[src/rtl/cmd_fetch_unit.sv]
// Command fetch unit: follows the Command RAM fill level and fetches each new token.
// It presents the token as opcode/argument over valid/ready, and turns an RST opcode into a pointer-clear pulse.
module cmd_fetch_unit #(
    parameter int         word_size   = 16,
    parameter int         buffer_size = 1024,
    parameter logic [3:0] OP_RST      = 4'h3,
    localparam int        AW          = $clog2(buffer_size)
) (
    input  logic                 clk,
    input  logic                 rst,
    input  logic [AW-1:0]        cmd_wr_addr,
    output logic                 cmd_rd_en,
    output logic [AW-1:0]        cmd_rd_addr,
    input  logic [word_size-1:0] cmd_rd_data,
    output logic                 instr_valid,
    input  logic                 instr_ready,
    output logic [3:0]           instr_opcode,
    output logic [word_size-5:0] instr_arg,
    output logic [AW-1:0]        instr_index,
    output logic                 ptr_clr
);

    typedef enum logic [2:0] {
        S_IDLE,
        S_RD_REQ,
        S_RD_WAIT,
        S_ISSUE,
        S_CLEAR
    } state_t;

    state_t               r_state;
    logic [AW-1:0]        r_rd_ptr;
    logic [word_size-1:0] r_hold_cmd;
    logic [AW-1:0]        r_hold_idx;

    logic w_empty;
    logic w_issue;

    assign w_empty = (r_rd_ptr == cmd_wr_addr);
    assign w_issue = (r_state == S_ISSUE);

    always_ff @(posedge clk or negedge rst) begin
        if (!rst) begin
            r_state  <= S_IDLE;
            r_rd_ptr <= '0;
        end else begin
            case (r_state)
                S_IDLE: begin
                    if (!w_empty) r_state <= S_RD_REQ;
                end
                S_RD_REQ: begin
                    r_state <= S_RD_WAIT;
                end
                S_RD_WAIT: begin
                    if (cmd_rd_data[3:0] == OP_RST) r_state <= S_CLEAR;
                    else                            r_state <= S_ISSUE;
                end
                S_ISSUE: begin
                    if (instr_ready) begin
                        r_rd_ptr <= r_rd_ptr + AW'(1);
                        r_state  <= S_IDLE;
                    end
                end
                S_CLEAR: begin
                    r_rd_ptr <= '0;
                    r_state  <= S_IDLE;
                end
                default: r_state <= S_IDLE;
            endcase
        end
    end

    // Capture registers carry no reset; every consumer is gated by state.
    always_ff @(posedge clk) begin
        if (r_state == S_RD_WAIT) begin
            r_hold_cmd <= cmd_rd_data;
            r_hold_idx <= r_rd_ptr;
        end
    end

    assign cmd_rd_en    = (r_state == S_RD_REQ);
    assign cmd_rd_addr  = r_rd_ptr;
    assign instr_valid  = w_issue;
    assign instr_opcode = w_issue ? r_hold_cmd[3:0] : '0;
    assign instr_arg    = w_issue ? r_hold_cmd[word_size-1:4] : '0;
    assign instr_index  = w_issue ? r_hold_idx : '0;
    assign ptr_clr      = (r_state == S_CLEAR);

endmodule

[config.mk]
export PLATFORM = sky130hd
export DESIGN_NAME = cmd_fetch_unit
export DESIGN_NICKNAME = d
export VERILOG_FILES = /design/src/rtl/cmd_fetch_unit.sv
export SDC_FILE = /design/constraint.sdc
export NUM_CORES = 1
export LEC_CHECK = 0
export CAP_MARGIN = 20
export CORE_MARGIN = 5
export CORE_UTILIZATION = 41
export CTS_BUF_LIST = sky130_fd_sc_hd__clkbuf_4 sky130_fd_sc_hd__clkbuf_8
export CTS_CLUSTER_DIAMETER = 150
export DETAILED_ROUTE_END_ITERATION = 10
export PLACE_DENSITY_LB_ADDON = 0.12
export SLEW_MARGIN = 20
export SYNTH_ARGS = -nofsm -noshare
export SYNTH_HDL_FRONTEND = slang
export SYNTH_SLANG_ARGS = --single-unit
[constraint.sdc]
create_clock -name clk -period 2.85 [get_ports clk]
set_input_delay 0.855 -clock clk [delete_from_list [all_inputs] [get_ports clk]]
set_output_delay 0.855 -clock clk [all_outputs]
set_load 0.1 [all_outputs]
== Word level (Yosys, flattened, before mapping) ==
Index checks and enable logic that the tools add are counted.
Cells by class
  add/sub/neg operators: 1
  equality and inequality tests: 8
  mux-type cells: 9
  reduce and logical (&&, ||, !) cells: 4
Operator list (number)
  $mux 10: 2
  $pmux 10 s2: 1
  $mux 12: 1
  $pmux 3 s4: 1
  $add 10x1->10 const B: 1
  $eq 10x10->1: 1
  $mux 3: 3
  $eq 3x2->1 const B: 2
  $eq 4x2->1 const B: 1
  $mux 4: 1
  $ne 2x2->1 const B: 2
  $reduce_and 2->1: 2
  $eq 3x1->1 const B: 1
  $eq 3x3->1 const B: 1
  $logic_not 3->1: 1
  $reduce_bool 2->1: 1
Storage, ports and cells
  bits in registers: 39
  input bits: 29
  output and inout port bits: 39
  logic and storage cells: 26

== Depth between registers and ports, before layout ==
  depth in word-level cells: 3
  depth in mapped cells: 5
  mapped depth without buffers: 5

== Least setup slack after synthesis ==
No wires, ideal clock.
  path type: register to output
  start point: reg r_state[1]
  end point: out cmd_rd_en
  arrival: 2711 ps
  data required time: 1995 ps
  path slack: -716 ps
  cell stages (with the launch flop): 3
  path buffers: 1
  cells stage by stage: dfrtp_1 > buf_4 > nor3b_1
On the way
  word-level cells in the longest chain between the ends: 1
Ends and longest elaborated chain
  from (decl): RTL line 31  | state_t r_state;
  from (signal assigned): RTL line 44  | r_state <= S_IDLE;
  from (signal assigned): RTL line 49  | if (!w_empty) r_state <= S_RD_REQ;
  from (signal assigned): RTL line 52  | r_state <= S_RD_WAIT;
  $eq 3x1->1: RTL line 81  | assign cmd_rd_en = (r_state == S_RD_REQ);
  to (decl): RTL line 12  | output logic cmd_rd_en,
Every way passes these cells.

== Final worst setup path ==
  start point: reg r_state[0]
  end point: out instr_arg[6]
On the way
  word-level cells in the longest chain between the ends: 2
Ends and longest elaborated chain
  $eq 3x2->1: RTL line 40  | assign w_issue = (r_state == S_ISSUE);
  $mux 12: RTL line 85  | assign instr_arg = w_issue ? r_hold_cmd[word_size-1:4] : '0;
  to (decl): RTL line 18  | output logic [word_size-5:0] instr_arg,
Every way passes these cells.

==> key figures <==
Worst setup path
  • CP delay by family, top: flip-flops
  • CP max stage delay: 0.55 ns
  • CP Cell Sequence: nor3b_4 -> buf_4 -> and2_1 -> buf_12
  • WS Path Type: flip-flop to output pin
  • CP arrival: 1.77 ns
  • Slowest CP cell: dfrtp_1
  • Worst setup SP type: flip-flop
  • Crit path required time: 2.00 ns
  • FF-to-FF setup slack: 1.07 ns
  • Peak fanout along the critical path: 27
  • Buffer and inverter count on the worst path: 2
  • Crit end category: output pin

Cells and area
  • Final Util: 67.4%
  • Diode count: 0
  • Area grow syn2layout: 61.6%
  • Multi-input gate area in the final layout: 648 um2
  • Fin cells: 263
  • Nets: 240
  • Share of post-route cells with drive strength above 1: 32.7%
  • Fillers: 315
  • Register area: 0.00111 mm2

Die
  • FP Rows: 24
  • DIE AREA: 0.00579 mm2
  • Die X-Extent: 76.1 um
  • Initial core utilization: 41.7%
  • Die Y: 76.1 um
  • # IOs: 68
  • Total core area: 0.00429 mm2

Routing
  • Routed Antenna Nets: 0
  • 1st-pass router iterations: 4
  • DR DRC count: 0
  • Vias: 1298
  • DR WL/cell: 15.3 um
  • Detailed Route Iter0 Violations: 59
  • Vias per inst: 4.94
  • WL final: 4.04 mm

Synthesis
  • Primary FF master, synth: edfxtp_1
  • Yosys warns: 0
  • Synth area leader: edfxtp_1
  • Most frequent cells after synthesis: and2_1 (26), edfxtp_1 (26), xnor2_1 (15)
  • Gate Count Post-Synth: 139
  • Post-synth EDFFs: 26
  • Syn Area/Cell: 12.9 um2
  • #FFs+latches synth: 39
  • Post-synthesis sequential area ratio: 61.7%
  • Post-Syn Area: 0.00179 mm2
  • Async SR Flop Fraction: 33.3%
  • Post-synth top area share: 43.6%
  • Top cells by area, synth: edfxtp_1 (44%), dfrtp_1 (18%), and2_1 (9.1%)
  • Unique masters post-synth: 31
  • Syn_nets: 169

Clocking
  • Clock Latency Late Sink: 0.28 ns
  • Clock-pin slew on the worst setup and hold paths: 0.08 ns
  • Clock Path Buffers: 2
  • CTS H-tree lvls: 2
  • Post-CTS setup buffers: 0
  • Sink Count: 39
  • CTS Root Cell: clkbuf_8
  • CTS tree: built
  • Total CTS buffers: 5

Timing
  • Period utilization: 92.3%
  • Fin. Hold Viols: 0
  • Worst-Margin Slew: 0.646 ns
  • Max Freq: 0.380 GHz
  • Fin. max-slew vios: 0
  • Setup TNS: 0 ns
  • Worst slew margin: 56.8%
  • Fin Clk Skew: 0.00486 ns
  • Final Critical Period: 2.63 ns
  • # setup viols final: 0
  • Unrepaired setup endpoints after global routing: false

Run
  • Max Cap Viol: 0

Worst hold path
  • Hold WC Path Type: flip-flop to flip-flop

Run status
  • Outcome: finished, final reports clean

GRT
  • Grt total ovfl: 0
  • Largest net degree at the start of global routing: 28
  • First-pass GRT wire length: 6.71 mm
  • Vias in the first global route: 1335
  • Antenna violations before repair: 0
  • Overall Global Routing Usage: 14.3%

Placement
  • Inst Count DP: 255
  • Port bufs: 67
  • Routability cong.: 0.816
  • DP HPWL: 3.07 mm
## per-layer routing
layer / global-route usage (%) / up-vias / share of wire [%]
met4: 4.20 / 0 / 1.1
met5: 0 / - / 0
met2: 22.8 / 49 / 51
met1: 17.9 / 622 / 42
met3: 5.67 / 4 / 6.3
li1: - / 623 / -
## cell families after synthesis
family,synth area share (%)
buffers and inverters,3.28
adders and majority gates,0.698
xor gates and xnor gates,8.31
AOI/OAI and AO/OA,2.23
and+or+nand+nor,23.7
DFF,61.7
## placed cells by master, fill, tap and decap left out, types with 6 or more instances in the layout
| master | count |
|---|---|
| edfxtp_1 | 26 |
| and2_1 | 17 |
| nor2_1 | 8 |
| and2_2 | 9 |
| dfrtp_1 | 12 |
| xnor2_1 | 15 |
| buf_12 | 28 |
| clkbuf_8 | 6 |
| nand2_1 | 7 |
| buf_4 | 14 |
| clkdlybuf4s50_1 | 28 |
## metrics by stage
| step | hold slack (ns) | instance area [um2] | worst slack (ns) |
|---|---|---|---|
| after floorplan | 0.531 | 1810 | 0.0127 |
| final | 0.575 | 2900 | 0.220 |
| after global routing | 0.598 | 2900 | 0.0891 |
| after global placement | 0.562 | 2780 | 0.522 |
| after CTS | 0.588 | 2890 | 0.0958 |
| after detailed placement | 0.565 | 2780 | 0.412 |
## final cells by class
| class | instances | area share, % |
|---|---|---|
| sequential | 39 | 38.2 |
| timing repair buffer | 70 | 32.7 |
| multi-input combinational | 91 | 22.4 |
| clock buffer | 6 | 2.85 |
| tap | 52 | 2.25 |
| clock inverter | 2 | 1.21 |
| inverter | 3 | 0.389 |
## flip-flops by register name, indices dropped and copies added, names as in the netlist
name and flops:
r_state 3, r_hold_idx 10, r_hold_cmd 16, cmd_rd_addr 10
## final timing paths
path                                                   end                       start  cells after the start
worst max-delay path                          instr_arg[6]      r_state[0]$_DFFE_PN0P_                      4
worst max register to register  cmd_rd_addr[0]$_DFFE_PN0P_      r_state[2]$_DFFE_PN0P_                      5
max in group asynchronous           r_state[1]$_DFFE_PN0P_                         rst                      1
worst min register to register     r_hold_idx[9]$_DFFE_PN_  cmd_rd_addr[9]$_DFFE_PN0P_                      0
min in group asynchronous       cmd_rd_addr[6]$_DFFE_PN0P_                         rst                      1
worst min-delay path               r_hold_idx[9]$_DFFE_PN_  cmd_rd_addr[9]$_DFFE_PN0P_                      0
## timing repair
item / in CTS / in global routing
gates resized for setup: 0 / 1
setup endpoints to repair: 0 / 4
hold buffers: 0 / 0
Power is not shown: default switching activity piles up to over one toggle a cycle in this logic, so the estimate is an artifact.
